[src/rtl/eim_mem_slave_pkg.sv]
// Shared definitions for the EIM async-mode memory slave:
// FSM state encoding, default synchroniser depth and out-of-range read value.
package eim_mem_slave_pkg;

    typedef enum logic [2:0] {
        ST_IDLE   = 3'd0,
        ST_ADDR   = 3'd1,
        ST_RFETCH = 3'd2,
        ST_RDRIVE = 3'd3,
        ST_WBEAT  = 3'd4
    } eim_state_e;

    localparam int EIM_SYNC_DEFAULT = 2;
    localparam int EIM_OOR_DATA     = 0;

endpackage

[src/rtl/eim_mem_slave_if.sv]
// EIM multiplexed address/data bus as seen by this slave.
// The master modport is the pad/host side, the slave modport is this block.
interface eim_mem_slave_if #(
    parameter int DATA_W = 16
);
    logic              eim_cs0_n;
    logic              eim_lba_n;
    logic              eim_wr_n;
    logic              eim_oe_n;
    logic [DATA_W-1:0] eim_da_in;
    logic [DATA_W-1:0] eim_da_out;
    logic              eim_da_oe;
    logic              eim_wait_n;

    modport master (
        output eim_cs0_n, eim_lba_n, eim_wr_n, eim_oe_n, eim_da_in,
        input  eim_da_out, eim_da_oe, eim_wait_n
    );

    modport slave (
        input  eim_cs0_n, eim_lba_n, eim_wr_n, eim_oe_n, eim_da_in,
        output eim_da_out, eim_da_oe, eim_wait_n
    );

endinterface

[src/rtl/eim_mem_slave_sync_edge.sv]
// Single-bit synchroniser with edge detection. The level is the last
// synchroniser stage; rise/fall compare it with a one-flop delayed copy.
module eim_sync_edge
    import eim_mem_slave_pkg::*;
#(
    parameter int   SYNC_STAGES = EIM_SYNC_DEFAULT,
    parameter logic RST_VAL     = 1'b1
) (
    input  logic clk,
    input  logic rst,
    input  logic i_async,
    output logic o_level,
    output logic o_rise,
    output logic o_fall
);
    logic [SYNC_STAGES-1:0] r_sync;
    logic                   r_dly;

    // Shift the async input through the synchroniser chain and keep one delayed copy.
    always_ff @(posedge clk or posedge rst) begin
        if (rst) begin
            r_sync <= {SYNC_STAGES{RST_VAL}};
            r_dly  <= RST_VAL;
        end else begin
            r_sync <= {r_sync[SYNC_STAGES-2:0], i_async};
            r_dly  <= r_sync[SYNC_STAGES-1];
        end
    end

    assign o_level = r_sync[SYNC_STAGES-1];
    assign o_rise  =  r_sync[SYNC_STAGES-1] & ~r_dly;
    assign o_fall  = ~r_sync[SYNC_STAGES-1] &  r_dly;

endmodule

[src/rtl/eim_mem_slave.sv]
// EIM async-mode slave: synchronises the EIM strobes, latches the address
// on LBA, prefetches read data every beat, and serves auto-incrementing
// read/write bursts into a flop register file. Word 0 is exported as reg0.
module eim_mem_slave
    import eim_mem_slave_pkg::*;
#(
    parameter int DATA_W      = 16,
    parameter int ADDR_W      = 8,
    parameter int MEM_DEPTH   = 16,
    parameter int SYNC_STAGES = EIM_SYNC_DEFAULT
) (
    input  logic                  clk,
    input  logic                  rst,
    eim_mem_slave_if.slave        bus,
    output logic [DATA_W-1:0]     reg0,
    output logic                  err_oor
);
    // Synchronised strobe levels and edges
    logic w_cs_lvl,  w_cs_rise,  w_cs_fall;
    logic w_lba_lvl, w_lba_rise, w_lba_fall;
    logic w_wr_lvl,  w_wr_rise,  w_wr_fall;
    logic w_oe_lvl,  w_oe_rise,  w_oe_fall;
    logic w_unused_edges;

    eim_sync_edge #(.SYNC_STAGES(SYNC_STAGES), .RST_VAL(1'b1)) u_sync_cs (
        .clk(clk), .rst(rst), .i_async(bus.eim_cs0_n),
        .o_level(w_cs_lvl), .o_rise(w_cs_rise), .o_fall(w_cs_fall)
    );
    eim_sync_edge #(.SYNC_STAGES(SYNC_STAGES), .RST_VAL(1'b1)) u_sync_lba (
        .clk(clk), .rst(rst), .i_async(bus.eim_lba_n),
        .o_level(w_lba_lvl), .o_rise(w_lba_rise), .o_fall(w_lba_fall)
    );
    eim_sync_edge #(.SYNC_STAGES(SYNC_STAGES), .RST_VAL(1'b1)) u_sync_wr (
        .clk(clk), .rst(rst), .i_async(bus.eim_wr_n),
        .o_level(w_wr_lvl), .o_rise(w_wr_rise), .o_fall(w_wr_fall)
    );
    eim_sync_edge #(.SYNC_STAGES(SYNC_STAGES), .RST_VAL(1'b1)) u_sync_oe (
        .clk(clk), .rst(rst), .i_async(bus.eim_oe_n),
        .o_level(w_oe_lvl), .o_rise(w_oe_rise), .o_fall(w_oe_fall)
    );

    assign w_unused_edges = &{1'b0, w_cs_fall, w_lba_lvl, w_wr_lvl, w_oe_fall};

    // da bus synchroniser, same depth as the strobes so data and edges line up
    logic [DATA_W-1:0] r_da_sync [SYNC_STAGES];
    logic [DATA_W-1:0] w_da_s;

    // Shift the da bus through the synchroniser chain.
    always_ff @(posedge clk or posedge rst) begin
        if (rst) begin
            for (int i = 0; i < SYNC_STAGES; i++) r_da_sync[i] <= '0;
        end else begin
            r_da_sync[0] <= bus.eim_da_in;
            for (int i = 1; i < SYNC_STAGES; i++) r_da_sync[i] <= r_da_sync[i-1];
        end
    end

    assign w_da_s = r_da_sync[SYNC_STAGES-1];

    // State, address pointer, read buffer and register file
    eim_state_e        r_state, w_state_nxt;
    logic [ADDR_W-1:0] r_addr;
    logic [DATA_W-1:0] r_dout;
    logic              r_err;
    logic [DATA_W-1:0] r_mem [MEM_DEPTH];

    logic              w_latch;
    logic              w_rd_beat;
    logic              w_commit;
    logic              w_fetch;
    logic              w_da_oe;
    logic              w_wait_n;
    logic              w_oor;
    logic [DATA_W-1:0] w_rd_data;

    // State register.
    always_ff @(posedge clk or posedge rst) begin
        if (rst) r_state <= ST_IDLE;
        else     r_state <= w_state_nxt;
    end

    // Next state: CS release aborts everything, a new LBA restarts the transaction.
    always_comb begin
        w_state_nxt = r_state;
        if (w_cs_rise) begin
            w_state_nxt = ST_IDLE;
        end else if (!w_cs_lvl && w_lba_fall) begin
            w_state_nxt = ST_ADDR;
        end else begin
            case (r_state)
                ST_IDLE:   w_state_nxt = ST_IDLE;
                ST_ADDR:   if (w_lba_rise) w_state_nxt = ST_RFETCH;
                ST_RFETCH: w_state_nxt = ST_RDRIVE;
                ST_RDRIVE: begin
                    // A finishing read beat wins over a write starting on the same clock
                    if (w_oe_rise)      w_state_nxt = ST_RFETCH;
                    else if (w_wr_fall) w_state_nxt = ST_WBEAT;
                end
                ST_WBEAT:  if (w_wr_rise) w_state_nxt = ST_RFETCH;
                default:   w_state_nxt = ST_IDLE;
            endcase
        end
    end

    // Outputs and datapath strobes decoded from the current state and transition.
    always_comb begin
        w_latch   = !w_cs_rise && !w_cs_lvl && w_lba_fall;
        w_rd_beat = (r_state == ST_RDRIVE) && (w_state_nxt == ST_RFETCH);
        w_commit  = (r_state == ST_WBEAT)  && (w_state_nxt == ST_RFETCH);
        w_fetch   = (r_state == ST_RFETCH) && (w_state_nxt == ST_RDRIVE);
        w_wait_n  = (r_state != ST_RFETCH);
        w_da_oe   = (r_state == ST_RDRIVE) && !w_oe_lvl && !w_cs_lvl;
    end

    assign w_oor = ({1'b0, r_addr} >= (ADDR_W+1)'(MEM_DEPTH));

    // Read mux; out-of-range addresses return the fixed OOR value.
    always_comb begin
        w_rd_data = DATA_W'(EIM_OOR_DATA);
        for (int i = 0; i < MEM_DEPTH; i++) begin
            if (r_addr == ADDR_W'(i)) w_rd_data = r_mem[i];
        end
    end

    // Address pointer (wraps at 2^ADDR_W), read buffer and sticky out-of-range flag.
    always_ff @(posedge clk or posedge rst) begin
        if (rst) begin
            r_addr <= '0;
            r_dout <= '0;
            r_err  <= 1'b0;
        end else begin
            if (w_latch)                    r_addr <= w_da_s[ADDR_W-1:0];
            else if (w_rd_beat || w_commit) r_addr <= r_addr + ADDR_W'(1);

            if (w_fetch) r_dout <= w_rd_data;

            if ((w_fetch || w_commit) && w_oor)
                r_err <= 1'b1;
            else if (w_commit && (r_addr == '0) && (w_da_s == '0))
                r_err <= 1'b0;
        end
    end

    // Register file write on the write-strobe release; out-of-range writes are dropped.
    always_ff @(posedge clk or posedge rst) begin
        if (rst) begin
            for (int i = 0; i < MEM_DEPTH; i++) r_mem[i] <= '0;
        end else if (w_commit) begin
            for (int i = 0; i < MEM_DEPTH; i++) begin
                if (r_addr == ADDR_W'(i)) r_mem[i] <= w_da_s;
            end
        end
    end

    assign bus.eim_da_out = r_dout;
    assign bus.eim_da_oe  = w_da_oe;
    assign bus.eim_wait_n = w_wait_n;
    assign reg0           = r_mem[0];
    assign err_oor        = r_err;

endmodule

[src/flat_wrapper.sv]
// flat-port wrapper written by rule: the top's interface ports become plain ports
module eim_mem_slave_flat import eim_mem_slave_pkg::*;
#(
    parameter int DATA_W      = 16,
    parameter int ADDR_W      = 8,
    parameter int MEM_DEPTH   = 16,
    parameter int SYNC_STAGES = EIM_SYNC_DEFAULT
)
  (clk, rst, reg0, err_oor, bus_eim_cs0_n, bus_eim_lba_n, bus_eim_wr_n, bus_eim_oe_n, bus_eim_da_in, bus_eim_da_out, bus_eim_da_oe, bus_eim_wait_n);
  eim_mem_slave_if #(.DATA_W(DATA_W)) bus_i ();
  input  logic clk;
  input  logic rst;
  output logic [DATA_W-1:0] reg0;
  output logic err_oor;
  input wire logic [$bits(bus_i.eim_cs0_n)-1:0] bus_eim_cs0_n;
  input wire logic [$bits(bus_i.eim_lba_n)-1:0] bus_eim_lba_n;
  input wire logic [$bits(bus_i.eim_wr_n)-1:0] bus_eim_wr_n;
  input wire logic [$bits(bus_i.eim_oe_n)-1:0] bus_eim_oe_n;
  input wire logic [$bits(bus_i.eim_da_in)-1:0] bus_eim_da_in;
  output wire logic [$bits(bus_i.eim_da_out)-1:0] bus_eim_da_out;
  output wire logic [$bits(bus_i.eim_da_oe)-1:0] bus_eim_da_oe;
  output wire logic [$bits(bus_i.eim_wait_n)-1:0] bus_eim_wait_n;
  assign bus_i.eim_cs0_n = bus_eim_cs0_n;
  assign bus_i.eim_lba_n = bus_eim_lba_n;
  assign bus_i.eim_wr_n = bus_eim_wr_n;
  assign bus_i.eim_oe_n = bus_eim_oe_n;
  assign bus_i.eim_da_in = bus_eim_da_in;
  assign bus_eim_da_out = bus_i.eim_da_out;
  assign bus_eim_da_oe = bus_i.eim_da_oe;
  assign bus_eim_wait_n = bus_i.eim_wait_n;
  eim_mem_slave #(.DATA_W(DATA_W), .ADDR_W(ADDR_W), .MEM_DEPTH(MEM_DEPTH), .SYNC_STAGES(SYNC_STAGES)) u_core (.clk(clk), .rst(rst), .bus(bus_i), .reg0(reg0), .err_oor(err_oor));
endmodule
[config.mk]
export PLATFORM = sky130hd
export DESIGN_NAME = eim_mem_slave_flat
export DESIGN_NICKNAME = d
export VERILOG_FILES = /design/src/rtl/eim_mem_slave_pkg.sv /design/src/rtl/eim_mem_slave_if.sv /design/src/rtl/eim_mem_slave_sync_edge.sv /design/src/rtl/eim_mem_slave.sv /design/src/flat_wrapper.sv
export SDC_FILE = /design/constraint.sdc
export NUM_CORES = 1
export LEC_CHECK = 0
export ABC_AREA = 1
export CORE_UTILIZATION = 40
export CTS_BUF_LIST = sky130_fd_sc_hd__clkbuf_8
export DETAILED_ROUTE_END_ITERATION = 7
export PLACE_DENSITY = 0.55
export RECOVER_POWER = 100
export SETUP_SLACK_MARGIN = 0.15
export SYNTH_ARGS = -nofsm -noshare
export SYNTH_HDL_FRONTEND = slang
export SYNTH_SLANG_ARGS = --single-unit
[constraint.sdc]
create_clock -name clk -period 23.4 [get_ports clk]
set_input_delay 4.68 -clock clk [delete_from_list [all_inputs] [get_ports clk]]
set_output_delay 4.68 -clock clk [all_outputs]
set_load 0.05 [all_outputs]
==> reports/metrics.yaml <==
cells_and_area:
  synthToLayoutAreaGrowth_pct: 11.1
  final_layout_size_suffix_gt1_share_pct: 7.56
  final_nets: 1762
  n_fill_cell: 3631
  postLayoutCellArea_um2: 16100
  antenna_cells: 0
power:
  pwr_density_cell_nw_per_um2: 70.9
  ir_drop_v: 0.0000439
  p_leak_nw: 7.80
place:
  place.gp.congestion: 0.804
  port_buffers: 56
  dpl-instance-area_um2: 15200
  hpwl_um: 23900
global_routing:
  grt.total_usage_pct: 22.0
  grt_start_max_net_pins: 173
  grt_pass1_wl_um: 62200
  antenna_found_initial: 0
  grt-ovfl-total: 0
  grt_pass1_vias: 10835
clock_tree:
  cts_sinks: 328
  postCtsSetupBuffers: 0
  h-tree-depth: 2
  insertion_delay_ns: 0.61
  cts_root_buf: "clkbuf_8"
  cts_resized: 0
  cts_made_buffers: 56
  clk_pin_slew_worst_paths_ns: 0.06
  clockBufferDepth: 3
  cts-hold-fix-buffers: 0
  tritoncts: "built"
outcome:
  violations: "capacitance limit, slew limit"
  outcome: "complete, but fails checks"
drt:
  wl_met2_um: 18300
  wl_met3_um: 1660
  first_iter_violations: 1029
  top_layer_used: "met4"
  vias: 11425
  post_drt_wl_per_cell_um: 17.7
  ant_nets: 0
  via_per_inst: 5.11
  drt-met1-wl_um: 18600
  routed_wl_um: 39400
  drc: 0
  dr.pass1.iters: 5
sta:
  hold_viol: 0
  report.final.slew_viol_count: 159
  max_freq_ghz: 0.0957
  skew_ns: 0.0300
  tightest_slew_ns: 3.83
  fin_crit_ns: 10.45
  fin_crit_sh_pct: 44.7
  max_slew_margin_pct: -155
  finalSetupTns_ns: 0
  rsz0062_at_grt: "false"
  setup_viol: 0
floorplan:
  core_um2: 35600
  dieHeight_um: 192
  start_util_pct: 40.7
  io_pins: 57
  rows: 69
  dieArea_um2: 36900
  fp.dieW_um: 192
worst_setup_path:
  crit_type: "in -> async"
  slowest_stage: "clkbuf_1"
  crit_path_max_incr_delay_ns: 2.83
  reg2reg_from: "u_core.r_addr[6]"
  critPathLaunchType: "input pin"
  worstPathRequired_ns: 23.98
  arrival_ns: 11.03
  regToRegSetupSlack_ns: 18.96
  critPathLaunch: "rst"
  end_kind: "asynchronous set/reset pin"
  worstPathMaxFanout: 172
  cp_cell_sequence: "dlygate4sd3_1 > clkinvlp_2 > clkbuf_1 > buf_12"
logic_synthesis:
  synth-seq-cells: 328
  syn_inst: 1727
  syn_nets: 1753
  ys_seq_area_share_pct: 56.8
  synth_area_per_cell_um2: 8.38
  ys_types: 36
  yosysWarnings: 0
  synth_area_um2: 14500
worst_hold_path:
  hp-class: "reg -> reg"
  hold_path.startpoint: "u_core.r_da_sync[25]"
job:
  cap_violations: 2
## cell usage after synthesis
cell type	count	share of area [%]
o221ai_1	1	0.061
clkbuf_2	8	0.28
dfrtp_1	316	55
nand2_2	1	0.043
o211ai_1	1	0.052
xor2_1	1	0.061
nor4_4	1	0.15
o311ai_0	2	0.12
a22oi_1	2	0.10
o21ai_0	269	9.3
ha_1	4	0.35
o22ai_1	4	0.17
nand3_1	83	2.9
nor2_4	1	0.078
nor3_1	28	0.97
a21oi_1	70	2.4
buf_8	1	0.10
nor3_4	1	0.11
clkinv_1	1	0.026
inv_2	1	0.026
o21ai_1	4	0.14
nand2_4	9	0.70
buf_4	16	0.83
nand2_1	552	14
clkbuf_1	68	1.8
buf_2	31	1.1
or2_2	34	1.5
dfstp_2	12	2.2
inv_1	65	1.7
a31oi_1	1	0.043
nor4_1	3	0.13
nor2_2	1	0.043
nor2_1	125	3.2
nand4_1	7	0.30
buf_1	1	0.026
nor3_2	2	0.14
## per-layer routing
layer  track usage (%)  up-vias
met3              3.14       67
met5                 0        -
li1                  -     5590
met4              6.45        0
met1              31.2     5510
met2              34.9      258
## layout make-up
type / instances / area (um^2) / area share [%]
Clock buffer: 63 / 867 / 5.39
Clock inverter: 32 / 129 / 0.801
Inverter: 67 / 253 / 1.57
Multi-Input combinational cell: 1207 / 5320 / 33.1
Sequential cell: 328 / 8220 / 51.1
Tap cell: 461 / 577 / 3.59
Timing Repair Buffer: 76 / 716 / 4.45
## stage by stage
step | instances | hold WS, ns | setup slack [ns] | total power [mW] | utilization, %
final | 2234 | 0.335 | 12.95 | 1.14 | 45.2
after global routing | 2234 | 0.355 | 11.75 | 1.19 | 45.2
after CTS | 2234 | 0.337 | 16.15 | 1.16 | 45.5
after detailed placement | 2139 | 0.335 | 15.88 | 0.687 | 42.7
after global placement | 2139 | 0.332 | 15.87 | 0.686 | 42.7
after floorplan | 1727 | 0.331 | 9.66 | 0.650 | -
## report_power, final
| part | internal (mW) | switching (mW) | leakage (nW) |
|---|---|---|---|
| Sequential | 0.578 | 0.00683 | 4.45 |
| Combinational | 0.0204 | 0.0665 | 2.73 |
| Clock | 0.242 | 0.227 | 0.617 |
## path summary, 6_finish.rpt
check / endpoint / cells after the start
max: u_core.r_mem[148] / 4
min in group asynchronous: u_core.r_mem[110] / 2
min: u_core.w_da_s[9] / 0
max reg2reg: u_core.bus.eim_da_out[14] / 20
min reg2reg: u_core.w_da_s[9] / 0
max in group clk: bus_eim_da_oe / 5
## sequential cells by signal, summed over array words and instances, names as in the netlist, 3 cells and up
| name | cells |
|---|---|
| u_core.r_state | 3 |
| u_core.r_mem | 240 |
| u_core.reg0 | 16 |
| u_core.w_da_s | 16 |
| u_core.r_addr | 8 |
| u_core.bus.eim_da_out | 16 |
| u_core.r_da_sync | 16 |
## worst max-delay path, delay by kind of cell
kind                   cells  cell delay [ns]
buffers and inverters      4             6.15
## layout by cell type (no fill, tap or decap), drive strengths merged, types with 4 or more instances in the layout
| cell type | synthesis | final |
|---|---|---|
| o21ai | 273 | 273 |
| clkbuf | 76 | 65 |
| nor2 | 127 | 127 |
| dlygate4sd3 | 0 | 56 |
| nor3 | 31 | 31 |
| nand3 | 83 | 83 |
| nand2 | 562 | 562 |
| or2 | 34 | 34 |
| dfstp | 12 | 12 |
| ha | 4 | 4 |
| nand4 | 7 | 7 |
| a21oi | 70 | 70 |
| o22ai | 4 | 4 |
| nor4 | 4 | 4 |
| buf | 49 | 18 |
| inv | 66 | 96 |
| dfrtp | 316 | 316 |
## logic make-up (layout without fill, tap and decap cells)
group	count (synthesis)	after routing	synth area share, %
compound gates	354	354	12.4
xor+xnor	1	1	0.0605
fa+ha+maj	4	4	0.346
buf+inv	192	238	5.81
flops	328	328	56.8
simple gates	848	848	24.6
Power figures use the tool's default switching activity.
